--- config.mk ---
export PLATFORM = sky130hd
export DESIGN_NAME = bcd_mod_counter
export DESIGN_NICKNAME = d
export VERILOG_FILES = /design/src/rtl/bcd_pkg.sv /design/src/rtl/bcd_digit_step.sv /design/src/rtl/bcd_mod_counter.sv
export SDC_FILE = /design/constraint.sdc
export NUM_CORES = 1
export LEC_CHECK = 0
export CAP_MARGIN = 5
export CORE_ASPECT_RATIO = 0.8
export CORE_UTILIZATION = 49
export CTS_CLUSTER_DIAMETER = 80
export CTS_CLUSTER_SIZE = 20
export DETAILED_ROUTE_END_ITERATION = 12
export PLACE_DENSITY_LB_ADDON = 0.12
export SKIP_CTS_REPAIR_TIMING = 1
export SYNTH_ARGS = -nofsm -noshare
export SYNTH_HDL_FRONTEND = slang
export SYNTH_SLANG_ARGS = --single-unit
--- constraint.sdc ---
create_clock -name clk -period 2.6 [get_ports clk]
set_clock_uncertainty 0.1 [all_clocks]
set_input_delay 0.52 -clock clk [delete_from_list [all_inputs] [get_ports clk]]
set_output_delay 0.52 -clock clk [all_outputs]
set_load 0.05 [all_outputs]
--- src/rtl/bcd_pkg.sv ---
// rtl/bcd_pkg.sv - shared BCD constants and elaboration helpers
package bcd_pkg;

    localparam logic [3:0] BCD_ZERO = 4'h0;
    localparam logic [3:0] BCD_NINE = 4'h9;
    localparam int         BCD_MAX_NIBBLES = 16;

    function automatic logic [63:0] int_to_bcd(input int value, input int digits);
        logic [63:0] r;
        int          v;
        r = '0;
        v = value;
        for (int i = 0; i < BCD_MAX_NIBBLES; i++) begin
            if (i < digits) begin
                r[4*i +: 4] = 4'(v % 10);
                v = v / 10;
            end
        end
        return r;
    endfunction

    // Zero padding above the real digits is itself valid BCD, so callers zero-extend.
    function automatic logic is_valid_bcd(input logic [63:0] vec);
        logic ok;
        ok = 1'b1;
        for (int i = 0; i < BCD_MAX_NIBBLES; i++) begin
            if (vec[4*i +: 4] > BCD_NINE) ok = 1'b0;
        end
        return ok;
    endfunction

endpackage

--- src/rtl/bcd_digit_step.sv ---
// rtl/bcd_digit_step.sv - single BCD digit increment/decrement with ripple in/out
module bcd_digit_step
    import bcd_pkg::*;
(
    input  logic       step_in,
    input  logic       down,
    input  logic [3:0] digit,
    output logic [3:0] next,
    output logic       carry_out,
    output logic       borrow_out
);

    always_comb begin
        next       = digit;
        carry_out  = 1'b0;
        borrow_out = 1'b0;
        if (step_in) begin
            if (!down) begin
                if (digit >= BCD_NINE) begin
                    next      = BCD_ZERO;
                    carry_out = 1'b1;
                end else begin
                    next = digit + 4'd1;
                end
            end else begin
                if (digit == BCD_ZERO) begin
                    next       = BCD_NINE;
                    borrow_out = 1'b1;
                end else begin
                    next = digit - 4'd1;
                end
            end
        end
    end

endmodule

--- src/rtl/bcd_mod_counter.sv ---
// rtl/bcd_mod_counter.sv - N-digit BCD up/down modulo counter with range-checked load
module bcd_mod_counter
    import bcd_pkg::*;
#(
    parameter int DIGITS    = 2,
    parameter int MIN_VAL   = 1,
    parameter int MAX_VAL   = 12,
    parameter int RESET_VAL = 0,
    parameter int SATURATE  = 0
) (
    input  logic                clk,
    input  logic                reset_n,
    input  logic                load_en,
    input  logic [4*DIGITS-1:0] load_data,
    input  logic                up,
    input  logic                down,
    input  logic                cnt_en,
    output logic [4*DIGITS-1:0] out,
    output logic                carry_out,
    output logic                borrow_out,
    output logic                load_err
);

    localparam int          W         = 4 * DIGITS;
    localparam logic [63:0] MIN_FULL  = int_to_bcd(MIN_VAL, DIGITS);
    localparam logic [63:0] MAX_FULL  = int_to_bcd(MAX_VAL, DIGITS);
    localparam logic [63:0] RST_FULL  = int_to_bcd(RESET_VAL, DIGITS);
    localparam logic [W-1:0] MIN_BCD  = MIN_FULL[W-1:0];
    localparam logic [W-1:0] MAX_BCD  = MAX_FULL[W-1:0];
    localparam logic [W-1:0] RST_BCD  = RST_FULL[W-1:0];
    localparam bit           WRAP     = (SATURATE == 0);

    generate
        if (DIGITS < 1 || DIGITS > 9) begin : g_bad_digits
            $error("bcd_mod_counter: DIGITS must be 1..9");
        end else if (MIN_VAL < 0 || MIN_VAL > MAX_VAL || MAX_VAL > 10**DIGITS - 1) begin : g_bad_range
            $error("bcd_mod_counter: need 0 <= MIN_VAL <= MAX_VAL <= 10**DIGITS-1");
        end else if (RESET_VAL < 0 || RESET_VAL > 10**DIGITS - 1) begin : g_bad_reset
            $error("bcd_mod_counter: RESET_VAL must fit in DIGITS decimal digits");
        end else if (SATURATE != 0 && SATURATE != 1) begin : g_bad_sat
            $error("bcd_mod_counter: SATURATE must be 0 or 1");
        end
    endgenerate

    logic           up_req;
    logic           down_req;
    logic [DIGITS:0] chain;
    logic [W-1:0]   stepped;
    logic           step_over;

    assign up_req   = up & cnt_en;
    assign down_req = down & cnt_en;
    assign chain[0] = 1'b1;

    // The chain always steps; direction follows whichever request wins priority.
    genvar gi;
    generate
        for (gi = 0; gi < DIGITS; gi++) begin : g_digit
            logic c_o;
            logic b_o;
            bcd_digit_step u_step (
                .step_in   (chain[gi]),
                .down      (~up_req),
                .digit     (out[4*gi +: 4]),
                .next      (stepped[4*gi +: 4]),
                .carry_out (c_o),
                .borrow_out(b_o)
            );
            assign chain[gi+1] = c_o | b_o;
        end
    endgenerate

    // A ripple out of the top digit only happens from all-nines/all-zeros, i.e. a range end.
    assign step_over = chain[DIGITS];

    logic out_below;
    logic load_below;
    logic out_above;
    logic load_above;
    logic at_max;
    logic at_min;
    logic load_ok;

    generate
        if (MIN_VAL == 0) begin : g_min_zero
            assign out_below  = 1'b0;
            assign load_below = 1'b0;
        end else begin : g_min_nonzero
            assign out_below  = (out < MIN_BCD);
            assign load_below = (load_data < MIN_BCD);
        end
    endgenerate

    assign out_above  = (out > MAX_BCD);
    assign load_above = (load_data > MAX_BCD);
    assign at_max     = (out == MAX_BCD);
    assign at_min     = (out == MIN_BCD);
    assign load_ok    = is_valid_bcd(64'(load_data)) & ~load_below & ~load_above;

    logic [W-1:0] nxt;
    logic         nxt_carry;
    logic         nxt_borrow;
    logic         nxt_err;

    always_comb begin
        nxt        = out;
        nxt_carry  = 1'b0;
        nxt_borrow = 1'b0;
        nxt_err    = 1'b0;
        if (load_en) begin
            if (load_ok) begin
                nxt = load_data;
            end else begin
                nxt     = MIN_BCD;
                nxt_err = 1'b1;
            end
        end else if (up_req) begin
            if (out_below || out_above) begin
                nxt = MIN_BCD;
            end else if (at_max || step_over) begin
                if (WRAP) begin
                    nxt       = MIN_BCD;
                    nxt_carry = 1'b1;
                end
            end else begin
                nxt = stepped;
            end
        end else if (down_req) begin
            if (out_below || out_above) begin
                nxt = MAX_BCD;
            end else if (at_min || step_over) begin
                if (WRAP) begin
                    nxt        = MAX_BCD;
                    nxt_borrow = 1'b1;
                end
            end else begin
                nxt = stepped;
            end
        end
    end

    always_ff @(posedge clk or negedge reset_n) begin
        if (!reset_n) begin
            out        <= RST_BCD;
            carry_out  <= 1'b0;
            borrow_out <= 1'b0;
            load_err   <= 1'b0;
        end else begin
            out        <= nxt;
            carry_out  <= nxt_carry;
            borrow_out <= nxt_borrow;
            load_err   <= nxt_err;
        end
    end

endmodule

==> Word level (Yosys, flattened, before mapping) <==
Index checks and enable logic that the tools add are counted.
{ "totals": {"word_cells": 70, "output_inout_bits": 11, "ff_bits": 11, "inputBits": 14} }
{ "classes": {"order_cmp": 8, "reduce_logical": 6, "n_bitwise": 8, "n_eq_ne": 2, "muxes": 38, "add_sub_neg": 4} }
{ "op_table": {"columns": ["cell", "count"], "rows": [
  ["2-to-1 mux 8 bit", 8],
  ["2-to-1 mux 4 bit", 7],
  ["2-to-1 mux 1 bit", 23],
  ["greater-than comparator 8 x 5 -> 1 bit (second input constant)", 2],
  ["less-than comparator 8 x 1 -> 1 bit (second input constant)", 2],
  ["adder 4 x 1 -> 4 bit (second input constant)", 2],
  ["equality test 8 x 1 -> 1 bit (second input constant)", 1],
  ["equality test 8 x 5 -> 1 bit (second input constant)", 1],
  ["greater-or-equal comparator 4 bit (second input constant)", 2],
  ["greater-than comparator 4 bit (second input constant)", 2],
  ["logical NOT 4 bit", 2],
  ["subtractor 4 x 1 -> 4 bit (second input constant)", 2],
  ["bitwise AND 1 bit", 4],
  ["logical OR 1 bit", 3],
  ["nonzero test 3 bit", 1],
  ["inverter 1 bit", 2],
  ["bitwise OR 1 bit", 2]
]} }

==> Logic depth before layout (Yosys ltp) <==
Gate-level depths: netlist (run 1).
{ "depth": {"depth_word": 12, "ltp_mapped": 8, "depth_no_buf": 8} }

==> Modules after synthesis <==
From an unflattened synthesis (run 1), not the netlist that was laid out.
{ "unflattened": {"cells_unflattened": 161, "hier_area_um2": 1333.8} }
{ "modules_own_cells": {"columns": ["mod", "cells_each", "area_per_inst_um2", "n_inst"], "rows": [
  ["bcd_mod_counter", 79, 733.2, 1],
  ["bcd_digit_step", 41, 300.3, 2]
]} }

==> Worst setup path before layout (run 1) <==
OpenSTA, ideal clock, no wires.
{ "synth_timing": {"kind": "register to register", "from": "register out[0]", "to": "register out[5]", "setup_time_ps": 77, "path_slack_ps": 72, "synth_period_minus_slack_ps": 2528, "path_buffers": 0, "path_stages_with_launch": 9, "t_arrival_ps": 2351, "path_cell_list": "dfrtp_1 > inv_1 > ha_1 > or3b_2 > nand2_1 > a32o_2 > nor4_4 > a21oi_1 > o21ai_1"} }
{ "synth_between": {"elab_chain_cells": 12} }
{ "synth_rtl": {"columns": ["element", "line_no", "source"], "rows": [
  ["start, declared", "bcd_mod_counter.sv:18", "output logic [4*DIGITS-1:0] out,"],
  ["start signal, assigned", "bcd_mod_counter.sv:149", "out <= nxt;"],
  ["greater-or-equal comparator 4 bit / logical NOT 4 bit (equally long branches)", "bcd_digit_step.sv:19, bcd_digit_step.sv:26", null],
  ["2-to-1 mux 1 bit (on tied branches)", "bcd_digit_step.sv:19, bcd_digit_step.sv:26", null],
  ["2-to-1 mux 1 bit", "bcd_digit_step.sv:18", "if (!down) begin"],
  ["bitwise OR 1 bit", "bcd_mod_counter.sv:69", "assign chain[gi+1] = c_o | b_o;"],
  ["2-to-1 mux 1 bit", "bcd_digit_step.sv:17", "if (step_in) begin"],
  ["bitwise OR 1 bit", "bcd_mod_counter.sv:69", null],
  ["logical OR 1 bit", "bcd_mod_counter.sv:131", "end else if (at_min || step_over) begin"],
  ["2-to-1 mux 8 bit", "bcd_mod_counter.sv:131", null],
  ["2-to-1 mux 8 bit", "bcd_mod_counter.sv:129", "if (out_below || out_above) begin"],
  ["2-to-1 mux 8 bit", "bcd_mod_counter.sv:128", "end else if (down_req) begin"],
  ["2-to-1 mux 8 bit *", "bcd_mod_counter.sv:117", "end else if (up_req) begin"],
  ["2-to-1 mux 8 bit *", "bcd_mod_counter.sv:110", "if (load_en) begin"]
]} }
Every way passes the cells marked *; elsewhere a longest branch is shown, timed or not. The select of a mux whose other input is x is not followed.
A chain may end at the register's enable or synchronous reset.

==> Final worst setup path (run 1) <==
{ "layout_timing": {"from": "register out[5]", "to": "register out[0]"} }
{ "layout_between": {"elab_chain_cells": 11} }
{ "layout_rtl": {"columns": ["element", "line_no"], "rows": [
  ["greater-or-equal comparator 4 bit / logical NOT 4 bit (equally long branches)", "bcd_digit_step.sv:19, bcd_digit_step.sv:26"],
  ["2-to-1 mux 1 bit (on tied branches)", "bcd_digit_step.sv:19, bcd_digit_step.sv:26"],
  ["2-to-1 mux 1 bit", "bcd_digit_step.sv:18"],
  ["2-to-1 mux 1 bit", "bcd_digit_step.sv:17"],
  ["bitwise OR 1 bit", "bcd_mod_counter.sv:69"],
  ["logical OR 1 bit", "bcd_mod_counter.sv:131"],
  ["2-to-1 mux 8 bit", "bcd_mod_counter.sv:131"],
  ["2-to-1 mux 8 bit", "bcd_mod_counter.sv:129"],
  ["2-to-1 mux 8 bit", "bcd_mod_counter.sv:128"],
  ["2-to-1 mux 8 bit *", "bcd_mod_counter.sv:117"],
  ["2-to-1 mux 8 bit *", "bcd_mod_counter.sv:110"]
]} }
Marks and branches as above.

==> results of run 1 <==
==> cells by family after synthesis <==
family          count (synthesis)  synth area share [%]
fa+ha+maj                       8                  9.31
mux                             3                  2.79
buf+inv                        12                  5.00
simple gates                   47                  25.8
flops                          11                  25.6
compound gates                 47                  31.4
==> final timing paths <==
path | startpoint | to | slack [ns] | cells after the start
worst max-delay path | out[5]$_DFFE_PN0P_ | out[0]$_DFFE_PN0P_ | 0.12 | 8
worst min-delay path | reset_n | out[0]$_DFFE_PN0P_ | 0.49 | 1
worst min register to register | out[7]$_DFFE_PN0P_ | out[7]$_DFFE_PN0P_ | 0.60 | 1
max in group asynchronous | reset_n | borrow_out$_DFF_PN0_ | 1.55 | 1
min in group clk | out[7]$_DFFE_PN0P_ | out[7]$_DFFE_PN0P_ | 0.60 | 1
worst max register to register | out[5]$_DFFE_PN0P_ | out[0]$_DFFE_PN0P_ | 0.12 | 8
==> critical path, delay by kind of cell, from the launching register on <==
family | cells | cell delay (ns)
compound gates | 4 | 0.81
flops | 1 | 0.42
fa+ha+maj | 1 | 0.23
simple gates | 2 | 0.62
buf+inv | 1 | 0.15
==> power by group through the flow <==
stage / Sequential, mW / Combinational [mW] / Clock (mW)
6_report: 0.222 / 0.503 / 0.120
5_1_grt: 0.226 / 0.548 / 0.128
4_1_cts: 0.222 / 0.498 / 0.124
3_5_place_dp: 0.225 / 0.496 / 0
3_3_place_gp: 0.225 / 0.488 / 0
2_1_floorplan: 0.288 / 0.281 / 0
==> routing by layer <==
metal  wire (um)  global-route usage, %
met1        1290                   38.8
met2        1410                   43.9
met3         200                   6.67
met4          19                   5.13
met5           0                      0
==> through the flow <==
step,power (mW),instance area [um^2],setup WS (ns)
final,0.845,1410,0.123
after global routing,0.903,1410,0.00501
after CTS,0.843,1410,0.164
after detailed placement,0.721,1380,0.0564
after global placement,0.713,1380,0.0839
after floorplan,0.569,1070,0.0723
==> registers in the layout, indices dropped and copies added, names as in the netlist <==
register / cells
out: 8
borrow_out: 1
load_err: 1
carry_out: 1
==> cells in the mapped netlist, drive strengths merged <==
cell     instances
nor2            12
buf              3
nand2            7
a221oi           1
a21oi           12
o21ai           12
clkbuf           1
a22o             2
and2             3
a311oi           1
nand4            4
a22oi            1
a2111oi          1
a32oi            1
nand2b           1
a31oi            3
and3             1
nor3             2
nand3            5
o31a             1
o31ai            2
o311ai           1
o211ai           3
dfrtp           11
o22ai            1
nor4b            1
nor2b            3
and4             1
or2              1
or3b             3
ha               8
nor3b            1
a2bb2oi          1
a21o             2
inv              8
or4              1
nor4             1
mux2i            3
a32o             2
==> area by class of cell <==
type	instances	area, um^2
Inverter	8	30.0
Sequential cell	11	275
Timing Repair Buffer	32	300
Tap cell	24	30.0
Multi-Input combinational cell	105	746
Clock buffer	4	26.3
Fill cell	168	572
==> results by group, run 1 <==
Outcome
  • Status: finished clean

Route
  • Remaining antenna violation count: 0
  • First-pass DRT Iterations: 4
  • Via/cell ratio: approximately 6
  • Wire per inst: roughly 16 um
  • DR vias: between 1000 and 1500
  • Final WL: approximately 2900 um
  • DRC: 0
  • Initial DRC count: 42

Worst setup path
  • Crit-path cells: inv_1 -> ha_1 -> or3b_1 -> and3_1 -> a31oi_2 -> o211ai_1 -> o311ai_1 -> a21oi_1
  • CP max stage delay: around 0.42 ns
  • WS Path Type: reg -> reg
  • Req. time, crit path: 2.65 ns
  • CP max stage cell: dfrtp_1
  • Endpoint type of the worst setup path: register
  • Startpoint Class: register
  • Max FO, Critical Path: 5
  • WP data arrival: approximately 2.5 ns

Timing
  • Worst-margin pin slew: about 0.53 ns
  • Period minus WS final: between 2 and 2.5 ns
  • Slew HR: 64.4%
  • RSZ-0062 raised after global routing: no
  • Crit share post-route: a little over nine tenths
  • Final setup vio count: 0
  • Hold_ws: ~0.5 ns
  • FMAX: slightly above 400 MHz
  • Max Transition Viols Final: 0
  • TNS Setup: 0 ns
  • Fin. Hold Viols: 0

Cells and area
  • Layout cells sized above 1: between 10% and 20%
  • Area Growth Syn to Fin: 31.0%
  • Finished Layout Cells: between 150 and 200
  • Nets: approximately 180
  • N_diodes: 0
  • Fin util: a little under three quarters
  • Most frequent cells in the layout: 24 x clkdlybuf4s50_1, 12 x a21oi_1, 11 x nor2_1, 11 x dfrtp_1, 10 x o21ai_0
  • Most common cell after layout, fill and taps aside: clkdlybuf4s50_1

GRT
  • Vias in the first global route: 968
  • First-pass GRT wire length: around 4700 um
  • GRT overflow: 0
  • Largest net degree at the start of global routing: 13
  • Total Routing Usage GR: between 20% and 30%
  • Antenna violations before repair: 0

Placed design
  • Placer Congestion: between 0.9 and 1
  • Hpwl dp: approximately 2300 um
  • Buffers added on ports: 24
  • # placed instances: 180

Floorplanning
  • # IOs: 25
  • Initial Utilization: 54.3%
  • Chip height: between 40 and 50 um
  • Core ar.: about 2000 um^2
  • Number of core rows: 14
  • Total die area: 2390 um^2
  • Width of the die: 54.4 um

Yosys
  • Cell variety after synth: 48
  • Yosys top cell by area: dfrtp_1
  • Post-synthesis instance total: 128
  • Post-synthesis instance area: approximately 1100 um^2
  • Synth top area share: 25.6%
  • Sequential share of the synthesized area: ~26%
  • Synth Net Count: 150
  • #FFs+latches synth: 11
  • Ys Warns: 0
  • Area contributors post-synth: dfrtp_1 26%, ha_1 9.3%, a21oi_1 5.6%, o21ai_0 4.7%, nor2_1 3.8%
  • Mapped Avg Cell Area: 8.40 um^2

Pwr
  • Sw Pwr: between 300 and 400 uW
  • Internal power: between 400 and 500 uW
  • Gate power share: between 50% and 60%
  • Clk network pwr share: 14.2%
  • Sequential share of power: a little over a quarter
  • VDD IR max: around 0.45 mV
  • Pwr/cell area: approximately 600 nW/um^2
  • LEAKAGE: approximately 0.6 nW
  • Sw Share: 46.4%

Min path
  • Hold Crit Class: in -> async

Clock network
  • Clock buffer depth: 2
  • H-tree levels: 1
  • CTS buffer count: 3
  • Root buffer selected by CTS: clkbuf_4
  • Sink Count: 11
  • Clock Pin Slew Worst Setup and Hold Paths: around 0.080 ns
  • TritonCTS clock tree: done
  • Skew-Pair Late Insertion Delay: 0.27 ns

Flow run
  • Maxcap violations: 0
Note: power is estimated with default switching activity, not from simulation.
==> run 2: changes to the inputs <==
--- a/config.mk
+++ b/config.mk
@@ -7,7 +7,7 @@
 export LEC_CHECK = 0
 export CAP_MARGIN = 5
 export CORE_ASPECT_RATIO = 0.8
-export CORE_UTILIZATION = 49
+export CORE_UTILIZATION = 53
 export CTS_CLUSTER_DIAMETER = 80
 export CTS_CLUSTER_SIZE = 20
 export DETAILED_ROUTE_END_ITERATION = 12
==> constraint.sdc (replaced) <==
create_clock -name clk -period 3.1 [get_ports clk]
set_clock_uncertainty 0.1 [all_clocks]
set_input_delay 0.62 -clock clk [delete_from_list [all_inputs] [get_ports clk]]
set_output_delay 0.62 -clock clk [all_outputs]
set_load 0.05 [all_outputs]
==> run 2 against run 1 <==
  * Register-to-register slack better by 0.47 ns
  * Via count rose by 0.80%
  * Hold slack better by 0.091 ns
  * Sequential power shrank 9.5%
  * Design area fell by 2.7%
  * Critical endpoint is now out[3]
  * Largest cell class unchanged
==> results by group, run 2 (synthesis gave the netlist of run 1 again) <==
Route
  • Via/cell ratio: 6.31 (was 6.09)
  • Final WL: 2840 um (was 2920 um)
  • Initial DRC count: 53 (was 42)
  • Wire per inst: 15.9 um (about the same)
  • DRC: 0 (unchanged)
  • Remaining antenna violation count: 0 (unchanged)
  • DR vias: 1130 (was 1121)
  • First-pass DRT Iterations: 4 (unchanged)

Clock network
  • Root buffer selected by CTS: clkbuf_4 (unchanged)
  • TritonCTS clock tree: done (unchanged)
  • Skew-Pair Late Insertion Delay: 0.27 ns (about the same)
  • H-tree levels: 1 (unchanged)
  • Sink Count: 11 (unchanged)
  • Clock Pin Slew Worst Setup and Hold Paths: 0.07 ns (was 0.08 ns)
  • CTS buffer count: 3 (unchanged)
  • Clock buffer depth: 2 (unchanged)

Pwr
  • Gate power share: 56.6% (was 59.5%)
  • VDD IR max: 0.359 mV (was 0.449 mV)
  • Sw Pwr: 322 uW (was 392 uW)
  • Internal power: 367 uW (was 453 uW)
  • Sequential share of power: 29.1% (was 26.3%)
  • Sw Share: 46.8% (was 46.4%)
  • Overall power: 690 uW (was 845 uW)
  • Pwr/cell area: 503 nW/um^2 (was 600 nW/um^2)
  • LEAKAGE: 0.575 nW (was 0.601 nW)
  • Clk network pwr share: 14.3% (was 14.2%)

Cells and area
  • Finished Layout Cells: 179 (was 184)
  • Layout cells sized above 1: 10.3% (was 13.1%)
  • Fin util: 72.4% (was 71.1%)
  • Post-route design area: 1370 um^2 (was 1410 um^2)
  • Area Growth Syn to Fin: 27.5% (was 31.0%)
  • N_diodes: 0 (unchanged)
  • Max reg flops: 8 (unchanged)
  • Multi-input logic area: 746 um^2 (unchanged)
  • Biggest register: out (unchanged)
  • Most common cell after layout, fill and taps aside: clkdlybuf4s50_1 (unchanged)
  • Filler cells: 171 (was 168)
  • Sequential Area: 275 um^2 (unchanged)
  • Most frequent cells in the layout: 24 x clkdlybuf4s50_1, 12 x a21oi_1, 11 x nor2_1, 11 x dfrtp_1, 10 x o21ai_0 (unchanged)
  • Nets: 178 (was 183)

Flow run
  • Maxcap violations: 0 (unchanged)

Floorplanning
  • Width of the die: 52.3 um (was 54.4 um)
  • Number of core rows: 14 (unchanged)
  • Initial Utilization: 56.8% (was 54.3%)
  • # IOs: 25 (unchanged)
  • Core ar.: 1890 um^2 (was 1980 um^2)
  • Total die area: 2210 um^2 (was 2390 um^2)
  • Chip height: 42.3 um (was 43.9 um)

Timing
  • Final setup vio count: 0 (unchanged)
  • Fin. Hold Viols: 0 (unchanged)
  • TNS Setup: 0 ns (unchanged)
  • Worst-margin pin slew: 0.537 ns (was 0.527 ns)
  • RSZ-0062 raised after global routing: no (unchanged)
  • Slew HR: 63.7% (was 64.4%)
  • Crit share post-route: between 80% and 90%
  • Max Transition Viols Final: 0 (unchanged)
  • FMAX: around 390 MHz
  • Period minus WS final: between 2 and 3 ns

Worst setup path
  • Worst Setup SP: out[3]$_DFFE_PN0P_ (was out[5]$_DFFE_PN0P_)
  • WP data arrival: 1.84 ns (was 2.52 ns)
  • Max FO, Critical Path: 16 (was 5)
  • Crit-path leading delay family: buffers and inverters (was compound AO/OA/AOI/OAI gates)
  • CP max stage delay: 0.90 ns (was 0.42 ns)
  • Endpoint type of the worst setup path: output pin (was register)
  • FF-to-FF Start: out[5]$_DFFE_PN0P_ (unchanged)
  • CP max stage cell: clkdlybuf4s50_1 (was dfrtp_1)
  • Buf+Inv Stages, Crit Path: 1 (unchanged)
  • Crit-path cells: clkdlybuf4s50_1 (was inv_1 -> ha_1 -> or3b_1 -> and3_1 -> a31oi_2 -> o211ai_1 -> o311ai_1 -> a21oi_1)
  • WS Path Type: reg -> out (was reg -> reg)
  • Startpoint Class: register (unchanged)
  • Req. time, crit path: 2.38 ns (was 2.65 ns)

Placed design
  • Hpwl dp: 2150 um (was 2290 um)
  • Buffers added on ports: 24 (unchanged)
  • Placer Congestion: 0.933 (was 0.902)
  • # placed instances: 175 (was 180)
  • DP Area: 1340 um^2 (was 1380 um^2)

Min path
  • Hold Crit Class: in -> async (unchanged)

GRT
  • First-pass GRT wire length: 4690 um (was 4700 um)
  • Largest net degree at the start of global routing: 17 (was 13)
  • Antenna violations before repair: 0 (unchanged)
  • Total Routing Usage GR: 28.8% (was 27.9%)
  • Vias in the first global route: 1015 (was 968)
  • GRT overflow: 0 (unchanged)

Outcome
  • Status: finished clean (unchanged)
run 2: changes by cell type in the layout (fill, tap and decap cells not counted), sizes merged:
cell	previous run	this run
buf	8	3
run 2: power groups by stage:
stage / Sequential (mW) / Combinational [mW] / Clock, mW
final: 0.201 / 0.390 / 0.0983
after global routing: 0.205 / 0.425 / 0.113
after CTS: 0.200 / 0.386 / 0.0982
after detailed placement: 0.203 / 0.384 / 0
after global placement: 0.202 / 0.379 / 0
after floorplan: 0.241 / 0.236 / 0
run 2: area by class of cell:
| type | count | area share (%) |
|---|---|---|
| multi-input combinational | 105 | 54.4 |
| tap | 24 | 2.19 |
| clock buffer | 4 | 1.92 |
| sequential | 11 | 20.1 |
| inverter | 8 | 2.19 |
| timing repair buffer | 27 | 19.2 |
run 2: final timing paths:
kind | endpoint | slack (ns) | depth (start not counted)
worst min register to register | out[7]$_DFFE_PN0P_ | 0.61 | 1
worst min-delay path | carry_out$_DFF_PN0_ | 0.58 | 1
max in group asynchronous | out[1]$_DFFE_PN0P_ | 1.98 | 1
worst max-delay path | out[3] | 0.54 | 1
worst max register to register | out[0]$_DFFE_PN0P_ | 0.59 | 8
min in group clk | out[7]$_DFFE_PN0P_ | 0.61 | 1
run 2: per-layer routing:
layer	share of wire (%)	up-vias	track usage (%)	wire, um
li1	-	542	-	-
met1	44	530	41.0	1260
met2	48	54	44.3	1350
met3	7.2	4	7.97	203
met4	0.95	0	3.68	27
met5	0	-	0	0
run 2: per-stage QoR:
step                setup slack [ns]  hold WS, ns
global placement               0.388        0.587
floorplan                      0.572        0.224
global route                   0.410        0.620
CTS                            0.536        0.602
detailed placement             0.299        0.612
finish                         0.538        0.584
==> run 3: changes to the inputs <==
--- a/config.mk
+++ b/config.mk
@@ -7,7 +7,7 @@
 export LEC_CHECK = 0
 export CAP_MARGIN = 5
 export CORE_ASPECT_RATIO = 0.8
-export CORE_UTILIZATION = 53
+export CORE_UTILIZATION = 45
 export CTS_CLUSTER_DIAMETER = 80
 export CTS_CLUSTER_SIZE = 20
 export DETAILED_ROUTE_END_ITERATION = 12
==> constraint.sdc (replaced) <==
create_clock -name clk -period 2.08 [get_ports clk]
set_clock_uncertainty 0.1 [all_clocks]
set_input_delay 0.416 -clock clk [delete_from_list [all_inputs] [get_ports clk]]
set_output_delay 0.416 -clock clk [all_outputs]
set_load 0.05 [all_outputs]
==> run 3 against run 2 <==
  * The flow now finishes with violations (negative setup slack)
  * Sequential share of layout area is 4.3 points lower
  * Routed wire length is 37% higher
  * Non-clock buffer count is 39 higher
  * Highest routed layer unchanged
  * Die area is 17% higher
  * Combinational power is 140% higher
  * Power is 100% higher
  * Critical endpoint is now out[5]$_DFFE_PN0P_
  * Setup slack worse by 0.71 ns
  * Clock power is 60% higher
  * Core utilization is 9.7 points higher
  * Clock-buffer cell count stayed put
==> results by group, run 3 (synthesis gave the netlist of run 1 again) <==
Outcome
  • Status: complete, but fails checks (was finished clean)
  • Failing checks: negative setup slack

Cells and area
  • N_diodes: 0 (unchanged)
  • Fin util: 82.2% (was 72.4%)
  • Post-route design area: 1800 um^2 (was 1370 um^2)
  • Nets: 217 (was 178)
  • Most common cell after layout, fill and taps aside: buf_4 (was clkdlybuf4s50_1)
  • Max reg flops: 8 (unchanged)
  • Area Growth Syn to Fin: 67.9% (was 27.5%)
  • Biggest register: out (unchanged)
  • Filler cells: 134 (was 171)
  • Finished Layout Cells: 219 (was 179)
  • Layout cells sized above 1: 43.8% (was 10.3%)
  • Most frequent cells in the layout: 47 x buf_4, 15 x clkdlybuf4s50_1, 11 x a21oi_1, 11 x nor2_1, 10 x o21ai_0 (was 24 x clkdlybuf4s50_1, 12 x a21oi_1, 11 x nor2_1, 11 x dfrtp_1, 10 x o21ai_0)

Timing
  • FMAX: 444 MHz
  • Slew HR: 63.5% (was 63.7%)
  • Period minus WS final: 2.25 ns
  • Worst-margin pin slew: 0.545 ns (was 0.537 ns)
  • Final WS setup: -0.171 ns (was 0.538 ns)
  • TNS Setup: -0.907 ns (was 0 ns)
  • Final setup vio count: 8 (was 0)
  • Max Transition Viols Final: 0 (unchanged)
  • Fin. Hold Viols: 0 (unchanged)
  • RSZ-0062 raised after global routing: yes (was no)
  • Crit share post-route: 108%

Floorplanning
  • Chip height: 45.7 um (was 42.3 um)
  • Total die area: 2590 um^2 (was 2210 um^2)
  • # IOs: 25 (unchanged)
  • Core ar.: 2200 um^2 (was 1890 um^2)
  • Initial Utilization: 48.9% (was 56.8%)
  • Width of the die: 56.6 um (was 52.3 um)
  • Number of core rows: 15 (was 14)

Worst setup path
  • Req. time, crit path: 2.17 ns (was 2.38 ns)
  • Crit path top cell by count: buf_4
  • Buf+Inv Stages, Crit Path: 2 (was 1)
  • CP max stage cell: dfrtp_2 (was clkdlybuf4s50_1)
  • CP max stage delay: 0.45 ns (was 0.90 ns)
  • WS Path Type: reg -> reg (was reg -> out)
  • Crit-path leading delay family: compound AO/OA/AOI/OAI gates (was buffers and inverters)
  • Endpoint type of the worst setup path: register (was output pin)
  • Crit-path cells: buf_4 -> o31ai_1 -> nand3_1 -> a32o_2 -> nor4_4 -> buf_4 -> nand4_1 -> o21ai_1 (was clkdlybuf4s50_1)
  • Startpoint Class: register (unchanged)
  • Max FO, Critical Path: 4 (was 16)
  • WP data arrival: 2.35 ns (was 1.84 ns)

Min path
  • Hold Crit Class: in -> async (unchanged)

GRT
  • Antenna violations before repair: 0 (unchanged)
  • Largest net degree at the start of global routing: 14 (was 17)
  • GRT overflow: 0 (unchanged)
  • Total Routing Usage GR: 28.7% (was 28.8%)
  • First-pass GRT wire length: 5640 um (was 4690 um)
  • Vias in the first global route: 1260 (was 1015)

Clock network
  • CTS buffer count: 3 (unchanged)
  • Root buffer selected by CTS: clkbuf_4 (unchanged)
  • Skew-Pair Late Insertion Delay: 0.29 ns (was 0.27 ns)
  • H-tree levels: 1 (unchanged)
  • Sink Count: 11 (unchanged)
  • Clock Pin Slew Worst Setup and Hold Paths: 0.09 ns (was 0.07 ns)
  • TritonCTS clock tree: done (unchanged)
  • Clock buffer depth: 2 (unchanged)

Pwr
  • Overall power: 1.38 mW (was 690 uW)
  • LEAKAGE: 0.801 nW (was 0.575 nW)
  • VDD IR max: 0.503 mV (was 0.359 mV)
  • Pwr/cell area: 763 nW/um^2 (was 503 nW/um^2)

Placed design
  • DP Area: 1680 um^2 (was 1340 um^2)
  • Buffers added on ports: 24 (unchanged)
  • Hpwl dp: 2790 um (was 2150 um)
  • Placer Congestion: 0.842 (was 0.933)
  • # placed instances: 210 (was 175)

Route
  • Wire per inst: 17.8 um (was 15.9 um)
  • Remaining antenna violation count: 0 (unchanged)
  • Via/cell ratio: 6.32 (was 6.31)
  • DR vias: 1383 (was 1130)
  • DRC: 0 (unchanged)
  • Initial DRC count: 84 (was 53)
  • First-pass DRT Iterations: 4 (unchanged)
  • Final WL: 3900 um (was 2840 um)

Flow run
  • Maxcap violations: 0 (unchanged)
[run 3: per-layer routing]
| layer | vias up | track usage (%) | part of all wire, % |
|---|---|---|---|
| met3 | 18 | 7.10 | 7.1 |
| met5 | - | 0 | 0 |
| li1 | 617 | - | - |
| met2 | 73 | 50.8 | 50 |
| met4 | 0 | 7.80 | 2.8 |
| met1 | 675 | 35.3 | 40 |
[run 3: final timing paths]
path / from / endpoint / slack [ns] / depth (start not counted)
setup / recovery: out[1]$_DFFE_PN0P_ / out[5]$_DFFE_PN0P_ / -0.17 / 8
hold / removal: reset_n / out[0]$_DFFE_PN0P_ / 0.38 / 1
setup reg to reg: out[1]$_DFFE_PN0P_ / out[5]$_DFFE_PN0P_ / -0.17 / 8
hold reg to reg: out[5]$_DFFE_PN0P_ / out[5]$_DFFE_PN0P_ / 0.54 / 2
max in group asynchronous: reset_n / out[5]$_DFFE_PN0P_ / 1.09 / 1
min in group clk: load_data[4] / out[4]$_DFFE_PN0P_ / 0.53 / 4
[run 3: worst register-to-register path, stage by stage, from the launching register on]
cell and delay (ns):
dfrtp_2 0.45, buf_4 0.15, o31ai_1 0.33, nand3_1 0.16, a32o_2 0.30, nor4_4 0.30, buf_4 0.17, nand4_1 0.09
o21ai_1 0.10
[run 3: metrics by stage]
stage | setup WS, ns | hold slack [ns]
floorplan | -0.100 | 0.0204
global placement | -0.265 | 0.508
detailed placement | -0.332 | 0.515
CTS | -0.205 | 0.393
global route | -0.302 | 0.426
finish | -0.171 | 0.377
[run 3: cell type report]
cell class,instances,area [um^2],area share (%)
Sequential cell,11,285,15.8
Timing Repair Buffer,66,558,30.9
Inverter,8,40.0,2.22
Clock buffer,4,26.3,1.46
Tap cell,25,31.3,1.73
Multi-Input combinational cell,105,863,47.9
[run 3: where the power goes]
group	internal, mW	leakage, nW	total [mW]	switching [mW]
Combinational	0.451	0.648	0.937	0.487
Clock	0.0745	0.0150	0.157	0.0828
Sequential	0.243	0.139	0.281	0.0386
Total	0.768	0.801	1.38	0.608
